<file path="src/rtl/fifo_write_arbiter.sv">
// Round-robin arbiter granting one of NUM_REQ requesters a burst of writes into a shared FIFO port.
// Writes are zero-latency: the FIFO and the owning requester both consume the word on the same edge.
module fifo_write_arbiter #(
  parameter int NUM_REQ    = 4,
  parameter int DATA_WIDTH = 8,
  parameter int BURST_LEN  = 4
) (
  input  logic                          clk,
  input  logic                          reset,
  input  logic                          clk_enable,
  input  logic [NUM_REQ-1:0]            req,
  input  logic [NUM_REQ*DATA_WIDTH-1:0] req_data,
  output logic [NUM_REQ-1:0]            ack,
  output logic [NUM_REQ-1:0]            grant,
  output logic                          busy,
  output logic                          fifo_write,
  output logic [DATA_WIDTH-1:0]         fifo_write_data,
  input  logic                          fifo_full,
  input  logic                          fifo_almost_full
);

  localparam int IDX_W = (NUM_REQ > 1) ? $clog2(NUM_REQ) : 1;
  localparam int CNT_W = $clog2(BURST_LEN + 1);
  localparam logic [IDX_W-1:0] LAST_IDX   = IDX_W'(NUM_REQ - 1);
  localparam logic [CNT_W-1:0] FULL_LIMIT = CNT_W'(BURST_LEN);
  localparam logic [CNT_W-1:0] ONE_LIMIT  = CNT_W'(1);

  typedef enum logic {
    IDLE,
    BURST
  } state_t;

  state_t               state, state_next;
  logic [IDX_W-1:0]     owner, owner_next;
  logic [IDX_W-1:0]     last_owner, last_owner_next;
  logic [CNT_W-1:0]     count, count_next;
  logic [CNT_W-1:0]     limit, limit_next;
  logic [NUM_REQ-1:0]   grant_next;

  logic                 pick_valid;
  logic [IDX_W-1:0]     pick_idx;
  logic [IDX_W-1:0]     cand_idx;
  int unsigned          cand;
  logic                 owner_req;
  logic [DATA_WIDTH-1:0] owner_data;
  logic [DATA_WIDTH-1:0] words [NUM_REQ];

  for (genvar g = 0; g < NUM_REQ; g++) begin : g_words
    assign words[g] = req_data[g*DATA_WIDTH +: DATA_WIDTH];
  end

  assign busy       = (state == BURST);
  assign owner_req  = req[owner];
  assign owner_data = words[owner];

  // Search starts just past the previous owner so every requester gets a turn.
  always_comb begin
    pick_valid = 1'b0;
    pick_idx   = '0;
    cand       = 0;
    cand_idx   = '0;
    for (int unsigned i = 1; i <= NUM_REQ; i++) begin
      cand     = (32'(last_owner) + i) % NUM_REQ;
      cand_idx = IDX_W'(cand);
      if (!pick_valid && req[cand_idx]) begin
        pick_valid = 1'b1;
        pick_idx   = cand_idx;
      end
    end
  end

  always_comb begin
    fifo_write      = busy & owner_req & ~fifo_full & clk_enable;
    ack             = fifo_write ? grant : '0;
    fifo_write_data = busy ? owner_data : '0;
  end

  always_comb begin
    state_next      = state;
    owner_next      = owner;
    last_owner_next = last_owner;
    count_next      = count;
    limit_next      = limit;
    grant_next      = grant;
    case (state)
      IDLE: begin
        if (pick_valid && !fifo_full) begin
          state_next           = BURST;
          owner_next           = pick_idx;
          count_next           = '0;
          limit_next           = fifo_almost_full ? ONE_LIMIT : FULL_LIMIT;
          grant_next           = '0;
          grant_next[pick_idx] = 1'b1;
        end
      end
      BURST: begin
        if (fifo_write) begin
          count_next = count + 1'b1;
        end
        // A full FIFO only stalls; the burst ends on the limit or when the owner withdraws.
        if (!owner_req || (fifo_write && (count_next == limit))) begin
          state_next      = IDLE;
          last_owner_next = owner;
          count_next      = '0;
          grant_next      = '0;
        end
      end
      default: begin
        state_next = IDLE;
        grant_next = '0;
      end
    endcase
  end

  always_ff @(posedge clk or negedge reset) begin
    if (!reset) begin
      state      <= IDLE;
      owner      <= '0;
      last_owner <= LAST_IDX;
      count      <= '0;
      limit      <= FULL_LIMIT;
      grant      <= '0;
    end else if (clk_enable) begin
      state      <= state_next;
      owner      <= owner_next;
      last_owner <= last_owner_next;
      count      <= count_next;
      limit      <= limit_next;
      grant      <= grant_next;
    end
  end

endmodule
</file>
<file path="config.mk">
export PLATFORM = sky130hd
export DESIGN_NAME = fifo_write_arbiter
export DESIGN_NICKNAME = d
export VERILOG_FILES = /design/src/rtl/fifo_write_arbiter.sv
export SDC_FILE = /design/constraint.sdc
export NUM_CORES = 1
export LEC_CHECK = 0
export ABC_AREA = 1
export CAP_MARGIN = 20
export CORE_ASPECT_RATIO = 0.8
export CORE_MARGIN = 2
export CORE_UTILIZATION = 45
export DETAILED_ROUTE_END_ITERATION = 10
export PLACE_DENSITY = 0.87
export SLEW_MARGIN = 20
export SYNTH_ARGS = -nofsm -noshare
export SYNTH_HDL_FRONTEND = slang
export SYNTH_SLANG_ARGS = --single-unit
</file>
<file path="constraint.sdc">
create_clock -name clk -period 3 [get_ports clk]
set_input_delay 0.3 -clock clk [delete_from_list [all_inputs] [get_ports clk]]
set_output_delay 0.3 -clock clk [all_outputs]
set_load 0.1 [all_outputs]
</file>
After elaboration in Yosys (flattened, before gate mapping)
Cells that the tools add are included.
{"block": "op_classes", "n_bitwise": 6, "n_lt_le_gt_ge": 8, "muxes": 37, "n_eq_ne": 3, "reduce_logical": 16, "n_addsub": 5}
{"operator": "2-to-1 mux 8 bit", "count": 3}
{"operator": "< comparator 2 x 3 -> 1 bit, second input constant", "count": 6}
{"operator": "binary-select mux 8 bit (select 2 bit)", "count": 1}
{"operator": "2-to-1 mux 3 bit", "count": 5}
{"operator": "2-to-1 mux 1 bit", "count": 12}
{"operator": "2-to-1 mux 4 bit", "count": 3}
{"operator": "binary-select mux 1 bit (select 2 bit)", "count": 5}
{"operator": "AND reduction 3 bit", "count": 3}
{"operator": "2-to-1 mux 2 bit", "count": 4}
{"operator": "one-hot mux 4 bit (2 select lines)", "count": 1}
{"operator": "logical AND 1 bit", "count": 6}
{"operator": "one-hot mux 3 bit (2 select lines)", "count": 1}
{"operator": "logical NOT 1 bit", "count": 5}
{"operator": "adder 2 x 1 -> 2 bit, second input constant", "count": 2}
{"operator": "adder 2 bit, second input constant", "count": 2}
{"operator": "adder 3 x 1 -> 3 bit, second input constant", "count": 1}
{"operator": "AND 1 bit", "count": 3}
{"operator": "equality test 3 bit", "count": 1}
{"operator": "greater-or-equal comparator 3 bit, second input constant", "count": 1}
{"operator": "NOT 2 -> 3 bit", "count": 1}
{"operator": "demux 1 bit (select 2 bit)", "count": 1}
{"operator": "greater-or-equal comparator 2 x 1 -> 1 bit, second input constant", "count": 1}
{"operator": "!= test 2 x 1 -> 1 bit, second input constant", "count": 1}
{"operator": "!= test 2 bit, second input constant", "count": 1}
{"operator": "other kinds (4)", "count": 5}
{"block": "totals", "register_bits": 15, "inputBits": 41, "wordCells": 81, "out_inout_bits": 18}

Logic depth before layout (Yosys ltp)
Gate-level depths: netlist of the first run.
{"block": "logic_depth", "ltp_word": 19, "depth_mapped": 15, "ltp_nobuf": 14}

Worst setup path after synthesis of the first run
No wires, ideal clock.
{"block": "synth_timing", "kind": "flip-flop to output port", "startpoint": "reg state, in the netlist busy", "endpoint": "out fifo_write_data[0]", "t_arrival_ps": 2863, "required_ps": 2700, "path_stages_with_launch": 4, "slack_ps": -163, "path_buffers": 1, "path_cell_list": "dfrtp_1 > inv_1 > clkbuf_1 > a21oi_1"}
{"block": "synth_between", "elab_chain_cells": 1}
{"element": "start: declaration", "line_no": "33", "text": "state_t state, state_next;"}
{"element": "start signal: assignment", "line_no": "124", "text": "state <= state_next;"}
{"element": "2-to-1 mux 8 bit", "line_no": "75", "text": "fifo_write_data = busy ? owner_data : '0;"}
{"element": "end: declaration", "line_no": "17", "text": "output logic [DATA_WIDTH-1:0] fifo_write_data,"}
No other way between the ends.

Final worst setup path of the first run
{"block": "layout_timing", "startpoint": "reg owner[0]", "endpoint": "out ack[1]"}
{"block": "layout_between", "elab_chain_cells": 6}
{"element": "start: declaration", "line_no": "34", "text": "logic [IDX_W-1:0] owner, owner_next;"}
{"element": "start signal: assignment", "line_no": "125", "text": "owner <= owner_next;"}
{"element": "binary-select mux 1 bit (select 2 bit)", "line_no": "53", "text": "assign owner_req = req[owner];"}
{"element": "2-to-1 mux 1 bit (not written as such)", "line_no": "53"}
{"element": "AND 1 bit (3 in a row)", "line_no": "73", "text": "fifo_write = busy & owner_req & ~fifo_full & clk_enable;"}
{"element": "2-to-1 mux 4 bit", "line_no": "74", "text": "ack = fifo_write ? grant : '0;"}
{"element": "end: declaration", "line_no": "13", "text": "output logic [NUM_REQ-1:0] ack,"}
No other way between the ends. The select of a mux whose other input is x is not followed.

==> out/metrics.yaml, run 1 <==
status:
  status: "completed"
timing:
  tns_ns: 0
  setup_viol: 0
  clock.fmax_mhz: 430.8
  period_needed_ns: 2.321
  worst_pin_slew_ns: 0.6248
  fin_skew_ns: 0.004117
  rsz0062_at_grt: "false"
  slew_headroom_pct: 58.22
  timing.final.ws_setup_ns: 0.6789
  fin_crit_sh_pct: 77.37
  slew_violations: 0
  finalHoldViolations: 0
global_route:
  grt_max_degree: 21
  grt-ovfl-total: 0
  grt_pass1_wl_um: 5706
  grt_pass1_vias: 1273
  antenna_found_initial: 0
  grt_usage_pct: 20.88
clocking:
  cts.clk_slew.worst_paths_ns: 0.06
  post_cts_resize_count: 0
  cts.path.max_buffers: 2
  cts_tree: "built"
  clk-insertion-delay-late_ns: 0.24
  cts_root_buf: "clkbuf_8"
  htreeDepth: 1
  postCtsSetupRepairBufs: 0
  cts_inserted_buffers: 3
  clock_sinks: 14
  cts_hold_buf: 0
final_layout:
  final_cells: 314
  fillers: 280
  insertedDiodeCount: 0
  nNetsFinal: 317
  multi_input_area_um2: 904.6
  seq_area_um2: 354.1
  layout-drive-gt1-share_pct: 20.80
  syn_to_final_growth_pct: 41.45
worst_setup_path:
  critPathRequiredTime_ns: 2.70
  cp_common_cell: "nand3_4"
  path_max_fanout: 20
  critical_path_class: "register to output port"
  cp-end-kind: "output port"
  cp.arrival_ns: 2.02
  timing.rr.start: "owner[0]"
  cp_top_family: "buffers and inverters"
  crit_chain: "inv_2 > nand2_1 > nand3_4 > nand3_4 > nor2_2 > buf_4"
  slowest_delay_ns: 0.59
  startpoint: "owner[0]"
  crit_path_top_delay_cell: "dfrtp_1"
  worst-path-buf-inv: 2
  startpoint_type: "register"
logic_synthesis:
  synth_seq_cells: 14
  synth_nets: 263
  ys_top_cells_by_area: "dfrtp_1 (20%), nand2_1 (16%), nor2_1 (11%), o21ai_0 (6.8%), dfstp_2 (5.6%)"
  ys_types: 30
  netlist_instances: 221
  yosys_warnings: 0
  synth_area_per_cell_um2: 6.324
  synth_top_area_cell: "dfrtp_1"
  yosysSeqAreaShare_pct: 25.34
  synth_top_area_share_pct: 19.70
  syn_area_mm2: 0.001398
placement:
  hpwl_um: 2860
  gp_congestion: 0.8235
  io_buffers: 58
  placed_cells: 310
  place_ws_ns: 0.8505
route:
  viasPerCell: 4.745
  drt_iter0_markers: 89
  drc: 0
  wire_per_inst_um: 11.28
  drt_wl_total_um: 3541
  firstDrtPassIters: 4
  vias: 1490
  drtAntennaViolNets: 0
die:
  initial_core_util_pct: 46.31
  design.die.area_mm2: 0.003570
  die-width_um: 66.31
  core_mm2: 0.003018
  io_pins: 59
  num_rows: 18
  chipHeight_um: 53.85
min_path:
  worstHoldPathType: "input port to asynchronous set/reset pin"
flow_run:
  maxCapViolCount: 0
[stage by stage]
step / area, um2 / hold slack, ns / utilization (%)
final: 1977 / 0.4510 / 65.51
after global routing: 1977 / 0.4871 / 65.51
after CTS: 1977 / 0.4567 / 65.51
after detailed placement: 1932 / 0.4922 / 64.01
after global placement: 1932 / 0.4927 / 64.01
after floorplan: 1408 / 0.004409 / -
[Yosys cell counts (all sizes together)]
| cell type | count |
|---|---|
| a21oi | 9 |
| a22oi | 1 |
| buf | 5 |
| clkbuf | 4 |
| dfrtp | 11 |
| dfstp | 3 |
| ha | 1 |
| inv | 22 |
| mux2i | 1 |
| nand2 | 72 |
| nand3 | 16 |
| nand3b | 2 |
| nand4 | 1 |
| nor2 | 48 |
| nor3 | 1 |
| o21a | 1 |
| o21ai | 21 |
| xnor2 | 1 |
| xor2 | 1 |
[cell usage in the layout, fill, tap and decap left out]
| cell type | Yosys | routed |
|---|---|---|
| nand2_1 | 61 | 61 |
| clkdlybuf4s50_1 | 0 | 40 |
| nor2_1 | 42 | 38 |
| o21ai_0 | 19 | 19 |
| buf_4 | 1 | 18 |
| inv_1 | 17 | 17 |
| dfrtp_1 | 11 | 11 |
| nand3_1 | 10 | 10 |
| a21oi_1 | 9 | 9 |
| nand2_2 | 8 | 8 |
| nor2_2 | 4 | 8 |
| nand3_4 | 4 | 4 |
| inv_2 | 3 | 3 |
| nand2_4 | 3 | 3 |
| clkbuf_8 | 0 | 3 |
| dfstp_2 | 3 | 3 |
| nor2_4 | 2 | 2 |
| nand3b_1 | 2 | 2 |
| nand3_2 | 2 | 2 |
| inv_4 | 2 | 2 |
| o21ai_1 | 2 | 2 |
| nand4_1 | 1 | 1 |
| xnor2_1 | 1 | 1 |
| nor3_2 | 1 | 1 |
| o21a_1 | 1 | 1 |
| xor2_1 | 1 | 1 |
| mux2i_1 | 1 | 1 |
| a22oi_1 | 1 | 1 |
| ha_1 | 1 | 1 |
| clkbuf_1 | 4 | 1 |
[per-layer routing]
layer,part of all wire (%),up-vias,routed length [um],global-route usage [%]
li1,-,799,-,-
met1,51,664,1822,30.96
met2,45,25,1597,33.00
met3,3.0,2,106,1.883
met4,0.37,0,13,5.102
met5,0,-,0,0
[final timing paths]
kind                             to  slack (ns)  depth (start not counted)
max                          ack[1]        0.68                          6
min                        count[2]        0.45                          1
max in group asynchronous  grant[1]        2.14                          1
max reg2reg                count[0]        0.83                         12
min reg2reg                grant[0]        0.50                          2
min in group clk           grant[0]        0.50                          2
[logic make-up (layout without fill, tap and decap cells)]
logic type | Yosys count | in the layout | synth area share (%)
and+or+nand+nor | 140 | 140 | 49.33
AOI/OAI and AO/OA | 32 | 32 | 11.82
buffers and inverters | 31 | 84 | 10.65
DFF | 14 | 14 | 25.34
xor gates and xnor gates | 2 | 2 | 1.254
adders and majority gates | 1 | 1 | 0.8951
muxes | 1 | 1 | 0.7162
[worst reg2reg max path, cell delays in order, from the launching register on]
cell     delay, ns
dfrtp_1       0.71
inv_2         0.28
nand2_1       0.18
nand3_4       0.10
nand3_4       0.20
nand2_4       0.07
nand2_2       0.07
nand2_1       0.07
nand3_2       0.10
nand3_4       0.11
nand2_4       0.12
inv_4         0.05
nor2_2        0.07
[area by class of cell]
cell class,count,share of cell area [%]
timing repair buffer,58,27.09
tap,40,2.532
multi-input combinational,176,45.76
clock buffer,4,2.278
inverter,22,4.430
sequential,14,17.91
[registers in the layout, indices dropped and copies added, names as in the netlist]
name,count
busy,1
count,3
grant,4
last_owner,2
limit,2
owner,2
Power of run 1 is not shown: default switching activity piles up to over one toggle a cycle in this logic, so the estimate is an artifact.
==> inputs of run 2 (changes only) <==
--- a/config.mk
+++ b/config.mk
@@ -9,9 +9,9 @@
 export CAP_MARGIN = 20
 export CORE_ASPECT_RATIO = 0.8
 export CORE_MARGIN = 2
-export CORE_UTILIZATION = 45
+export CORE_UTILIZATION = 43
 export DETAILED_ROUTE_END_ITERATION = 10
-export PLACE_DENSITY = 0.87
+export PLACE_DENSITY = 0.84
 export SLEW_MARGIN = 20
 export SYNTH_ARGS = -nofsm -noshare
 export SYNTH_HDL_FRONTEND = slang
==> constraint.sdc (replaced) <==
create_clock -name clk -period 2.43 [get_ports clk]
set_input_delay 0.243 -clock clk [delete_from_list [all_inputs] [get_ports clk]]
set_output_delay 0.243 -clock clk [all_outputs]
set_load 0.1 [all_outputs]
==> out/metrics.yaml, run 2 (synthesis results as in run 1) <==
global_route:
  grt_pass1_vias: 1411  # was 1273
  antenna_found_initial: 0  # unchanged
  grt_usage_pct: 23.79  # was 20.88%
  grt_pass1_wl_um: 6686  # was 5706 um
  grt_max_degree: 21  # unchanged
  grt-ovfl-total: 0  # unchanged
timing:
  slew_headroom_pct: 58.67  # was 58.22%
  clock.fmax_mhz: 511.7
  hold_ws_ns: 0.3904  # was 0.4510 ns
  worst_pin_slew_ns: 0.6179  # was 0.6248 ns
  rsz0062_at_grt: "false"  # unchanged
  period_needed_ns: 1.954
  fin_crit_sh_pct: 80.43
  slew_violations: 0  # unchanged
  finalHoldViolations: 0  # unchanged
  fin_skew_ns: 0.002385  # was 0.004117 ns
  setup_viol: 0  # unchanged
clocking:
  cts_root_buf: "clkbuf_8"  # unchanged
  post_cts_resize_count: 0  # unchanged
  clk-insertion-delay-late_ns: 0.24  # about the same
  htreeDepth: 1  # unchanged
  cts_tree: "built"  # unchanged
  cts_inserted_buffers: 3  # unchanged
  clock_sinks: 14  # unchanged
  cts.clk_slew.worst_paths_ns: 0.06  # about the same
  cts.path.max_buffers: 2  # unchanged
  cts_hold_buf: 0  # unchanged
  postCtsSetupRepairBufs: 0  # unchanged
die:
  io_pins: 59  # unchanged
  core_mm2: 0.003085  # was 0.003018 mm2
  num_rows: 18  # unchanged
  design.die.area_mm2: 0.003725  # was 0.003570 mm2
  chipHeight_um: 54.99  # was 53.85 um
  die-width_um: 67.74  # was 66.31 um
  initial_core_util_pct: 45.30  # was 46.31%
worst_setup_path:
  worst-path-buf-inv: 2  # unchanged
  cp-end-kind: "output port"  # unchanged
  slowest_delay_ns: 0.39  # was 0.59 ns
  critPathRequiredTime_ns: 2.19  # was 2.70 ns
  path_max_fanout: 20  # unchanged
  cp_top_family: "simple AND/OR/NAND/NOR gates"  # was buffers and inverters
  critical_path_class: "register to output port"  # unchanged
  cp.arrival_ns: 1.71  # was 2.02 ns
  startpoint_type: "register"  # unchanged
  cp_common_cell: "nand3_4"  # unchanged
  crit_chain: "inv_2 > nand2_1 > nand3_4 > nand3_4 > nor2_2 > buf_12"  # was inv_2 > nand2_1 > nand3_4 > nand3_4 > nor2_2 > buf_4
  crit_path_top_delay_cell: "dfrtp_1"  # unchanged
route:
  drc: 0  # unchanged
  drtAntennaViolNets: 0  # unchanged
  wire_per_inst_um: 12.41  # was 11.28 um
  firstDrtPassIters: 5  # was 4
  vias: 1556  # was 1490
  viasPerCell: 4.924  # was 4.745
  drt_iter0_markers: 82  # was 89
  drt_wl_total_um: 3923  # was 3541 um
placement:
  io_buffers: 58  # unchanged
  hpwl_um: 3143  # was 2860 um
  gp_congestion: 0.8578  # was 0.8235
status:
  status: "completed"  # unchanged
final_layout:
  insertedDiodeCount: 0  # unchanged
  final_common_cell: "nand2_1"  # unchanged
  reg_top3: "grant x4, count x3"  # unchanged
  layout-drive-gt1-share_pct: 24.64  # was 20.80%
  syn_to_final_growth_pct: 57.56  # was 41.45%
  fillers: 236  # was 280
  nNetsFinal: 319  # was 317
  largest_register: "grant"  # unchanged
  largest_reg_flops: 4  # unchanged
  final_cell_mix: "nand2_1 (61), clkdlybuf4s50_1 (40), nor2_1 (38)"  # unchanged
flow_run:
  maxCapViolCount: 0  # unchanged
min_path:
  worstHoldPathType: "input port to asynchronous set/reset pin"  # unchanged
run 2: cell count changes in the layout (fill, tap and decap cells not counted), sizes merged:
| cell | previous run | this run |
|---|---|---|
| buf | 18 | 20 |
run 2: metrics by stage:
step           instances  worst slack [ns]  setup TNS (ns)  utilization, %  instance area [um2]
3_3_place_gp         312            0.4639               0           69.59                 2147
2_1_floorplan        221           -0.1715          -1.840               -                 1445
6_report             316            0.4756               0           71.37                 2202
4_1_cts              316            0.4766               0           71.37                 2202
3_5_place_dp         312            0.4524               0           69.59                 2147
5_1_grt              316            0.3046               0           71.37                 2202
run 2: area by class of cell:
| class | count | area, um2 | share of cell area (%) |
|---|---|---|---|
| Multi-Input combinational cell | 176 | 942.2 | 42.78 |
| Timing Repair Buffer | 60 | 713.2 | 32.39 |
| Sequential cell | 14 | 354.1 | 16.08 |
| Inverter | 22 | 87.58 | 3.977 |
| Tap cell | 40 | 50.05 | 2.273 |
| Clock buffer | 4 | 55.05 | 2.500 |
run 2: path summary, 6_finish.rpt:
path                                     from        to  depth (start not counted)  slack [ns]
worst max-delay path                 owner[0]    ack[2]                          6        0.48
worst min-delay path                    reset      busy                          1        0.39
worst max register to register  last_owner[0]  grant[1]                         12        0.51
worst min register to register       grant[2]  grant[2]                          2        0.51
max in group asynchronous               reset  grant[2]                          1        1.64
min in group clk                     grant[2]  grant[2]                          2        0.51
run 2: per-layer routing:
layer  part of all wire [%]  track usage [%]
met1                     47            33.54
met4                   0.38            4.082
met2                     50            40.52
met3                    3.2            2.024
met5                      0                0
Power of run 2 is left out for the same reason.
==> inputs of run 3 (changes only) <==
==> constraint.sdc (replaced) <==
create_clock -name clk -period 2 [get_ports clk]
set_input_delay 0.2 -clock clk [delete_from_list [all_inputs] [get_ports clk]]
set_output_delay 0.2 -clock clk [all_outputs]
set_load 0.1 [all_outputs]
==> out/metrics.yaml, run 3 (synthesis results as in run 1) <==
final_layout:
  syn_to_final_growth_pct: 64.01  # was 57.56%
  multi_input_area_mm2: 0.001015  # was 942.2 um2
  seq_area_um2: 359.1  # was 354.1 um2
  reg_top3: "grant x4, count x3"  # unchanged
  fillers: 245  # was 236
  final_area_mm2: 0.002292  # was 0.002202 mm2
  insertedDiodeCount: 0  # unchanged
  largest_reg_flops: 4  # unchanged
  largest_register: "grant"  # unchanged
  layout-drive-gt1-share_pct: 25.81  # was 24.64%
  final_cell_mix: "nand2_1 (61), clkdlybuf4s50_1 (40), nor2_1 (38)"  # unchanged
  final_common_cell: "nand2_1"  # unchanged
  nNetsFinal: 322  # was 319
worst_setup_path:
  cp-end-kind: "output port"  # unchanged
  path_max_fanout: 18  # was 20
  startpoint_type: "register"  # unchanged
  cp.arrival_ns: 1.70  # was 1.71 ns
  rrSetupSlack_ns: 0.15  # was 0.51 ns
  critical_path_class: "register to output port"  # unchanged
  critPathRequiredTime_ns: 1.80  # was 2.19 ns
global_route:
  grt_pass1_vias: 1356  # was 1411
  grt_usage_pct: 22.57  # was 23.79%
  grt-ovfl-total: 0  # unchanged
  grt_pass1_wl_um: 6285  # was 6686 um
  grt_max_degree: 19  # was 21
  antenna_found_initial: 0  # unchanged
timing:
  slew_violations: 0  # unchanged
  tns_ns: 0  # unchanged
  fin_crit_sh_pct: 95.08
  period_needed_ns: 1.902
  fin_skew_ns: 0.001983  # was 0.002385 ns
  finalHoldViolations: 0  # unchanged
  hold_ws_ns: 0.3381  # was 0.3904 ns
  worst_pin_slew_ns: 0.5985  # was 0.6179 ns
  setup_viol: 0  # unchanged
  slew_headroom_pct: 59.98  # was 58.67%
  timing.final.ws_setup_ns: 0.09844  # was 0.4756 ns
  rsz0062_at_grt: "false"  # unchanged
  clock.fmax_mhz: 525.9
flow_run:
  maxCapViolCount: 0  # unchanged
die:
  core_mm2: 0.003085  # unchanged
  design.die.area_mm2: 0.003725  # unchanged
  initial_core_util_pct: 45.30  # unchanged
  die-width_um: 67.74  # unchanged
  io_pins: 59  # unchanged
  chipHeight_um: 54.99  # unchanged
  num_rows: 18  # unchanged
route:
  viasPerCell: 4.881  # was 4.924
  firstDrtPassIters: 4  # was 5
  drtAntennaViolNets: 0  # unchanged
  wire_per_inst_um: 12.58  # was 12.41 um
  vias: 1557  # was 1556
  drc: 0  # unchanged
  drt_iter0_markers: 107  # was 82
  drt_wl_total_um: 4012  # was 3923 um
min_path:
  worstHoldPathType: "input port to asynchronous set/reset pin"  # unchanged
placement:
  place_area_mm2: 0.002246  # was 0.002147 mm2
  io_buffers: 58  # unchanged
  hpwl_um: 3279  # was 3143 um
  place_ws_ns: 0.1215  # was 0.4524 ns
  gp_congestion: 0.8016  # was 0.8578
clocking:
  cts_tree: "built"  # unchanged
  cts_inserted_buffers: 3  # unchanged
  cts_root_buf: "clkbuf_8"  # unchanged
  cts.path.max_buffers: 2  # unchanged
  postCtsSetupRepairBufs: 0  # unchanged
  cts.clk_slew.worst_paths_ns: 0.05  # was 0.06 ns
  clock_sinks: 14  # unchanged
  cts_hold_buf: 0  # unchanged
  clk-insertion-delay-late_ns: 0.24  # about the same
  htreeDepth: 1  # unchanged
status:
  status: "completed"  # unchanged
-- run 3: changes by cell type in the layout (fill, tap and decap cells not counted) --
cell      before  now
clkbuf_8       4    3
dfrtp_2        0    1
dfrtp_4        0    1
clkbuf_1       0    1
a21oi_4        1    8
a21oi_2        7    0
buf_4          7   10
nor2_4         2    6
nor2_2         8    4
dfrtp_1       11    9
-- run 3: final timing paths --
check,start,to,cells after the start
worst min register to register,grant[2],grant[2],2
min in group clk,fifo_almost_full,limit[0],3
worst max register to register,last_owner[0],grant[1],12
worst min-delay path,reset,count[2],1
worst max-delay path,owner[0],fifo_write_data[0],5
max in group asynchronous,reset,busy,1
-- run 3: repair_timing --
action | CTS | global route
pin swaps | 0 | 2
gates resized for setup | 1 | 0
endpoints found under the setup margin | 4 | 1
-- run 3: critical path, cell delays in order, from the launching register on --
cell and delay, ns:
dfrtp_1 0.49, inv_2 0.10, buf_4 0.20, o21ai_0 0.37, a21oi_4 0.11, buf_12 0.18
-- run 3: cell type report --
cell class | count | area share, %
inverter | 22 | 3.821
timing repair buffer | 63 | 32.10
multi-input combinational | 176 | 44.27
tap | 40 | 2.183
clock buffer | 4 | 1.965
sequential | 14 | 15.67
-- run 3: metrics by stage --
step,cells,util (%)
after CTS,319,74.29
after global placement,315,72.79
after floorplan,221,-
after detailed placement,315,72.79
final,319,74.29
after global routing,319,74.29
-- run 3: per-layer routing --
metal	global-route usage (%)	wire length, um	vias up
met3	4.858	186	4
met2	36.76	1908	34
met1	32.00	1899	708
li1	-	-	811
met5	0	0	-
met4	2.041	17	0
Power of run 3 is left out for the same reason.
